## config.mk

```make
export PLATFORM = sky130hd
export DESIGN_NAME = mmio_uart_tx
export DESIGN_NICKNAME = d
export VERILOG_FILES = /design/src/rtl/mmio_uart_tx.sv
export SDC_FILE = /design/constraint.sdc
export NUM_CORES = 1
export LEC_CHECK = 0
export BUFFER_PORTS_ARGS = -buffer_cell sky130_fd_sc_hd__buf_2
export CAP_MARGIN = 20
export CORE_ASPECT_RATIO = 2
export CORE_MARGIN = 4
export CORE_UTILIZATION = 54
export CTS_CLUSTER_SIZE = 40
export DETAILED_ROUTE_END_ITERATION = 10
export PLACE_DENSITY_LB_ADDON = 0.15
export SETUP_SLACK_MARGIN = 0.5
export SLEW_MARGIN = 10
export SYNTH_ARGS = -nofsm -noshare
export SYNTH_HDL_FRONTEND = slang
export SYNTH_SLANG_ARGS = --single-unit
```

## constraint.sdc

```tcl
create_clock -name clk -period 8.5 [get_ports clk]
set_input_delay 0.425 -clock clk [delete_from_list [all_inputs] [get_ports clk]]
set_output_delay 0.425 -clock clk [all_outputs]
set_load 0.1 [all_outputs]
```

## src/rtl/mmio_uart_tx.sv

```systemverilog
// Memory-mapped 8N1 UART transmitter with a small TX FIFO.
// Registers: TXDATA (+0x0, write), STATUS (+0x4, read), BAUDDIV (+0x8, read/write).
module mmio_uart_tx #(
  parameter logic [31:0] BASE_ADDR  = 32'h1000_0000,
  parameter logic [15:0] DIV_RESET  = 16'd434,
  parameter int          FIFO_DEPTH = 4
) (
  input  logic        clk,
  input  logic        rst_n,
  input  logic        MemWrite,
  input  logic        MemRead,
  input  logic [31:0] address,
  input  logic [31:0] write_data,
  input  logic [2:0]  funct3,
  output logic [31:0] read_data,
  output logic        tx,
  output logic        irq
);
  localparam int         PTR_W = $clog2(FIFO_DEPTH);
  localparam logic [4:0] DEPTH = 5'(FIFO_DEPTH);

  typedef enum logic [1:0] {IDLE, START, DATA, STOP} state_t;

  state_t           r_state, w_stateNext;
  logic [7:0]       r_mem [FIFO_DEPTH];
  logic [PTR_W-1:0] r_wptr, r_rptr;
  logic [4:0]       r_count, w_countNext;
  logic             r_overflow;
  logic [15:0]      r_div, w_divEff;
  logic [7:0]       r_shift, w_shiftNext;
  logic [2:0]       r_bitCnt, w_bitCntNext;
  logic [15:0]      r_period, w_periodNext;
  logic [15:0]      r_cnt, w_cntNext;
  logic             r_tx, w_txNext, r_irq;
  logic             w_hit, w_selTx, w_selStatus, w_selDiv;
  logic             w_full, w_empty, w_busy, w_wrTx, w_push, w_pop, w_ovfSet;
  logic             w_periodEnd;
  logic             w_unused;

  assign w_unused = ^{funct3, address[1:0], write_data[31:16]};

  assign w_hit       = (address[31:4] == BASE_ADDR[31:4]);
  assign w_selTx     = w_hit && (address[3:2] == 2'd0);
  assign w_selStatus = w_hit && (address[3:2] == 2'd1);
  assign w_selDiv    = w_hit && (address[3:2] == 2'd2);

  assign w_full  = (r_count == DEPTH);
  assign w_empty = (r_count == 5'd0);
  assign w_busy  = (r_state != IDLE);

  // A pop in the same cycle frees a slot, so a store to a full FIFO still lands.
  assign w_wrTx   = MemWrite && w_selTx;
  assign w_push   = w_wrTx && (!w_full || w_pop);
  assign w_ovfSet = w_wrTx && w_full && !w_pop;

  assign w_divEff    = (r_div == 16'd0) ? 16'd1 : r_div;
  assign w_periodEnd = (r_cnt == r_period - 16'd1);

  always_comb begin
    w_countNext = r_count;
    case ({w_push, w_pop})
      2'b10:   w_countNext = r_count + 5'd1;
      2'b01:   w_countNext = r_count - 5'd1;
      default: w_countNext = r_count;
    endcase
  end

  always_ff @(posedge clk) begin
    if (w_push) r_mem[r_wptr] <= write_data[7:0];
  end

  always_ff @(posedge clk or negedge rst_n) begin
    if (!rst_n) begin
      r_wptr     <= '0;
      r_rptr     <= '0;
      r_count    <= 5'd0;
      r_overflow <= 1'b0;
      r_div      <= DIV_RESET;
    end else begin
      if (w_push) r_wptr <= r_wptr + PTR_W'(1);
      if (w_pop)  r_rptr <= r_rptr + PTR_W'(1);
      r_count <= w_countNext;
      if (w_ovfSet) r_overflow <= 1'b1;
      else if (MemRead && w_selStatus) r_overflow <= 1'b0;
      if (MemWrite && w_selDiv) r_div <= write_data[15:0];
    end
  end

  // Frame sequencing; the bit period is latched whenever a new frame is popped.
  always_comb begin
    w_stateNext  = r_state;
    w_txNext     = r_tx;
    w_pop        = 1'b0;
    w_shiftNext  = r_shift;
    w_bitCntNext = r_bitCnt;
    w_cntNext    = r_cnt;
    w_periodNext = r_period;
    case (r_state)
      IDLE: begin
        w_txNext = 1'b1;
        if (!w_empty) begin
          w_pop        = 1'b1;
          w_shiftNext  = r_mem[r_rptr];
          w_bitCntNext = 3'd0;
          w_cntNext    = 16'd0;
          w_periodNext = w_divEff;
          w_stateNext  = START;
          w_txNext     = 1'b0;
        end
      end
      START: begin
        if (w_periodEnd) begin
          w_cntNext   = 16'd0;
          w_stateNext = DATA;
          w_txNext    = r_shift[0];
        end else begin
          w_cntNext = r_cnt + 16'd1;
        end
      end
      DATA: begin
        if (w_periodEnd) begin
          w_cntNext = 16'd0;
          if (r_bitCnt == 3'd7) begin
            w_stateNext = STOP;
            w_txNext    = 1'b1;
          end else begin
            w_shiftNext  = {1'b0, r_shift[7:1]};
            w_bitCntNext = r_bitCnt + 3'd1;
            w_txNext     = r_shift[1];
          end
        end else begin
          w_cntNext = r_cnt + 16'd1;
        end
      end
      STOP: begin
        if (w_periodEnd) begin
          w_cntNext = 16'd0;
          if (!w_empty) begin
            w_pop        = 1'b1;
            w_shiftNext  = r_mem[r_rptr];
            w_bitCntNext = 3'd0;
            w_periodNext = w_divEff;
            w_stateNext  = START;
            w_txNext     = 1'b0;
          end else begin
            w_stateNext = IDLE;
            w_txNext    = 1'b1;
          end
        end else begin
          w_cntNext = r_cnt + 16'd1;
        end
      end
      default: w_stateNext = IDLE;
    endcase
  end

  always_ff @(posedge clk or negedge rst_n) begin
    if (!rst_n) begin
      r_state  <= IDLE;
      r_tx     <= 1'b1;
      r_irq    <= 1'b1;
      r_shift  <= 8'd0;
      r_bitCnt <= 3'd0;
      r_cnt    <= 16'd0;
      r_period <= 16'd0;
    end else begin
      r_state  <= w_stateNext;
      r_tx     <= w_txNext;
      r_irq    <= (w_countNext == 5'd0) && (w_stateNext == IDLE);
      r_shift  <= w_shiftNext;
      r_bitCnt <= w_bitCntNext;
      r_cnt    <= w_cntNext;
      r_period <= w_periodNext;
    end
  end

  always_comb begin
    read_data = 32'd0;
    if (MemRead) begin
      if (w_selStatus)   read_data = {23'd0, r_count, r_overflow, w_busy, w_empty, w_full};
      else if (w_selDiv) read_data = {16'd0, r_div};
    end
  end

  assign tx  = r_tx;
  assign irq = r_irq;
endmodule

```

* Yosys cells after proc, flatten, opt, wreduce, memory -nomap -nowiden
Memories as Yosys holds them, arrays and structs flattened.
Index checks and enable logic that the tools add are counted.
** Operators by class
- Add/subtract/negate cells :: 7
- Equality and inequality tests :: 16
- Mux-type cells :: 41
- Reductions and logical operators :: 27
** Operator list (count)
- $mux 16 :: 8
- $pmux 16 s2 :: 2
- $mux 8 :: 4
- $eq 28x25->1 const B :: 1
- $pmux 8 s3 :: 1
- $add 16x1->16 const B :: 1
- $eq 16x16->1 :: 1
- $logic_not 16->1 :: 1
- $sub 16x1->16 const B :: 1
- $mux 1 :: 12
- $mux 3 :: 4
- $logic_and 1x1->1 :: 10
- $logic_not 5->1 :: 2
- $mux 2 :: 5
- $ne 2x2->1 const B :: 5
- $pmux 5 s2 :: 1
- $pmux 3 s3 :: 1
- $eq 2x2->1 const B :: 4
- $pmux 2 s4 :: 1
- $eq 2x1->1 const B :: 3
- $logic_not 2->1 :: 3
- $reduce_bool 2->1 :: 3
- $add 5x1->5 const B :: 1
- $eq 5x3->1 const B :: 1
- 13 further kinds :: 15
** Word-level totals
- Register bits after elaboration :: 73
- RAM bits :: 32
- Input port bits :: 71
- Logic and storage cells :: 104
- Memories kept :: 1
** Memory list
- r_mem :: depth 4, bits a word 8, read ports 1, clocked after memory_dff 0, wr ports 1, RTL line 25 : logic [7:0] r_mem [FIFO_DEPTH];

* Depth between registers and ports, before layout
- Depth after elaboration :: 10
- Depth in mapped cells :: 20

* Worst setup path after synthesis
OpenSTA, ideal clock, no wires.
- Path kind :: reg2reg
- From :: register r_period[0]
- To :: register r_irq, in the netlist irq
- Library setup time :: 0.096 ns
- Arrival :: 4.505 ns
- Required time :: 8.404 ns
- Setup slack :: 3.899 ns
- Stages on the path, launching flop included :: 21
- Clock period less this slack :: 4.601 ns
- Cells stage by stage :: dfrtp_1 -> inv_1 -> ha_1 -> buf_2 -> xnor2_1 -> xnor2_1 -> or4_4 -> a2111oi_4 -> nand4_4 -> o31ai_4 -> o21a_1 -> inv_1 -> ha_1 -> xor2_1 -> ha_1 -> a21oi_1 -> xnor2_1 -> nor2_1 -> xor2_1 -> or4_1 -> nor4_1
** On the way
- Word-level cells in the longest chain between the ends :: 10
- Elaborated cells on any way between the ends :: 16
- Classes of those cells :: 1 x add/sub; 3 x eq/ne; 7 x mux; 5 x reduce/logical
** Ends and longest elaborated chain
- from (decl) :: RTL line 32 : logic [15:0] r_period, w_periodNext;
- from (signal assigned) :: RTL line 173 : r_period <= w_periodNext;
- $sub 16x1->16 (*) :: RTL line 57 : assign w_periodEnd = (r_cnt == r_period - 16'd1);
- $eq 16x16->1 (*) :: RTL line 57
- $mux 1 (*) :: RTL line 136 : if (w_periodEnd) begin
- $pmux 1 s2 (*) :: RTL line 98 : case (r_state)
- $logic_or 1x1->1 :: RTL line 53 : assign w_push = w_wrTx && (!w_full || w_pop);
- $logic_and 1x1->1 :: RTL line 53
- $eq 2x1->1 or $eq 2x2->1 (tied branches) :: RTL line 61 : case ({w_push, w_pop})
- $pmux 5 s2 (*) :: RTL line 61
- via w_countNext[2] :: RTL line 27 : logic [4:0] r_count, w_countNext;
- $logic_not 5->1 (*) :: RTL line 169 : r_irq <= (w_countNext == 5'd0) && (w_stateNext == IDLE);
- $logic_and 1x1->1 (*) :: RTL line 169
- to (signal assigned) :: RTL line 169
- to (decl) :: RTL line 34 : logic r_tx, w_txNext, r_irq;
The timed path passes the listed nets; every way through them passes the cells marked *.
A chain may end at the register's enable or synchronous reset.

* Worst setup path in the final report
Same ends and word-level chain as after synthesis.

==> reports/results.tsv <==
metric	value	unit
power_density	162	nW/µm²
regArea	2800	µm²
synth_cells	487	
final_cell_mix	buf_2, dfrtp_1, mux2_2, edfxtp_1, o21ai_0	
synth.avg_cell_area	11.7	µm²
worst_pin_slew	0.929	ns
fin_worst_skew	0.00762	ns
final_common_cell	buf_2	
worstPathMaxFanout	11	
pin_count	105	
hold_viol	0	
max_freq	184	MHz
drt_iter0_drc	168	
critPathCaptureType	flop	
cp_num_buf_inv	2	
maxSlewHeadroom	38.1	%
clk_path_buf_depth	2	
htree_levels	3	
grt_pass1_wl	20300	µm
routed_wl	12100	µm
crit_arrival	5.69	ns
multi_input_area	2700	µm²
dr.pass1.iters	4	
ys_seq_area_share	48.9	%
syn_area	5720	µm²
synth.distinct_cells	66	
setup_violations	0	
vdd.ir_drop.worst	0.147	mV
synth_edf_count	32	
r2r_slack	3.07	ns
cpMostUsedCell	ha_1	
nets	633	
n_fill_cell	855	
avgViaCountPerCell	5.65	
coreArea	10200	µm²
synth_seq_cells	105	
vias	3878	
critPathTopFamily	simple AND/OR/NAND/NOR gates	
antennaDiodeCount	0	
wl_per_cell	17.6	µm
synth_largest_area_cell	dfrtp_1	
synth.top_cell.area_share	28.9	%
start_kind	flop	
syn2layout_area_growth	11.5	%
min_period_over_period	63.9	%
slew_violations	0	
num_rows	52	
cts_tree	yes	
r2r_end	irq	
grt_pass1_vias	4065	
drive_gt1_share	28.9	%
max_stage_delay	0.58	ns
die_area	12400	µm²
antenna_found_initial	0	
cts_root_buf	clkbuf_16	
initial_utilization	56.0	%
overflow	0	
path_class	reg2reg	
worstPathRequired	8.75	ns
cts_hold_buffers	0	
grt_max_degree	74	
p_total	1030	µW
port_buffers	67	
hold_class	in2async	
path_clk_slew	0.07	ns
numCtsBuffers	9	
route.detailed.drc	0	
place_congestion	0.848	
clock_sinks	105	
period_needed	5.43	ns
hpwlAfterDp	9100	µm
ant_nets	0	
post_cts_resize_count	0	
layout_setup_ws	3.07	ns
leakage	0.00285	µW
ys.flop_type	dfrtp_1	
fin_setup_tns	0	ns
yosysWarnings	0	
die_width	80.8	µm
path_cells	inv_1 > ha_1 > xnor2_1 > a41oi_1 > or4_4 > a2111oi_4 > nand4_4 > o31ai_4 > o21a_1 > inv_1 > ha_1 > xor2_1 > ha_1 > a21oi_1 > xnor2_1 > nor2_1 > xor2_1 > or4_1 > nor4_1	
grt_usage	21.0	%
rsz0062_at_grt	false	
die_y	154	µm
timing.rr.start	r_period[0]	
reg2reg_depth	19	
crit_slowest_cell	or4_4	
dp_slack	3.07	ns
maxCapViolations	0	
clock_latency	0.34	ns
post_cts_buffers	0	
synth-async-reset-ratio	69.5	%
status	complete, no violations	
synthTopCellsByArea	dfrtp_1, edfxtp_1, mux2_2	
-- area by class of cell --
cell class / instances / share of cell area (%)
inverters: 18 / 1.06
multi-input cells: 343 / 42.2
clock buffers: 9 / 3.53
repair buffers: 69 / 5.49
clock inverters: 7 / 1.20
flip-flops and latches: 105 / 43.8
well taps: 135 / 2.65
-- flip-flops by register name, indices dropped and copies added, names as in the netlist --
signal	cells
r_period	16
irq	1
r_rptr	2
r_overflow	1
r_state	2
r_bitCnt	3
r_shift	8
r_count	5
r_wptr	2
r_cnt	16
r_div	16
r_mem	32
tx	1
-- how the worst max path moves through the flow --
stage / from / cells past startpoint / slack (ns) / endpoint
2_1_floorplan: r_period[0] / 20 / 3.90 / irq
3_3_place_gp: r_period[0] / 19 / 3.17 / irq
3_5_place_dp: r_period[0] / 19 / 3.07 / irq
4_1_cts: r_period[0] / 19 / 3.04 / irq
5_1_grt: r_period[0] / 19 / 2.67 / irq
6_report: r_period[0] / 19 / 3.07 / irq
-- cells in the mapped netlist, types with 7 or more instances --
cell type / number
nand2_1: 28
ha_1: 16
nor4_1: 17
edfxtp_1: 32
nand3_1: 15
nor2b_1: 8
a22o_1: 7
clkbuf_1: 13
xnor2_1: 19
and2_1: 13
dfrtp_1: 66
o21ai_0: 29
a21o_1: 7
mux4_2: 8
mux2_2: 41
dfstp_2: 7
nor2_1: 19
xor2_1: 20
inv_1: 18
buf_4: 17
-- where the power goes --
part | total (µW) | internal (µW) | switching, µW
Sequential | 542 | 534 | 7.64
Clock | 418 | 211 | 208
Combinational | 71.8 | 23.7 | 48.1
Total | 1030 | 768 | 263
-- through the flow --
step / hold slack (ns) / instances / instance area, µm² / utilization, %
6_report: 0.302 / 686 / 6380 / 62.5
5_1_grt: 0.313 / 686 / 6380 / 62.5
4_1_cts: 0.307 / 686 / 6380 / 62.5
3_5_place_dp: 0.492 / 670 / 6080 / 59.5
3_3_place_gp: 0.467 / 670 / 6080 / 59.5
2_1_floorplan: 0.129 / 502 / 5780 / -
-- kinds of logic (layout without fill, tap and decap cells) --
kind of cell	after synthesis	in the layout	synth area share (%)
muxes	56	56	13.0
adders and majority gates	16	16	3.50
AOI/OAI and AO/OA	80	80	10.2
other	1	16	0.0656
buffers and inverters	54	103	4.99
xor gates and xnor gates	39	39	5.97
and+or+nand+nor	136	136	13.4
DFF	105	105	48.9
-- layer usage --
layer / vias up / track usage (%) / wire length [µm]
met2: 73 / 39.8 / 7030
met1: 1930 / 24.4 / 4590
li1: 1863 / - / -
met3: 12 / 2.63 / 334
met4: 0 / 5.24 / 151
met5: - / 0 / 0
No activity file was read; power rests on OpenSTA's default activity.
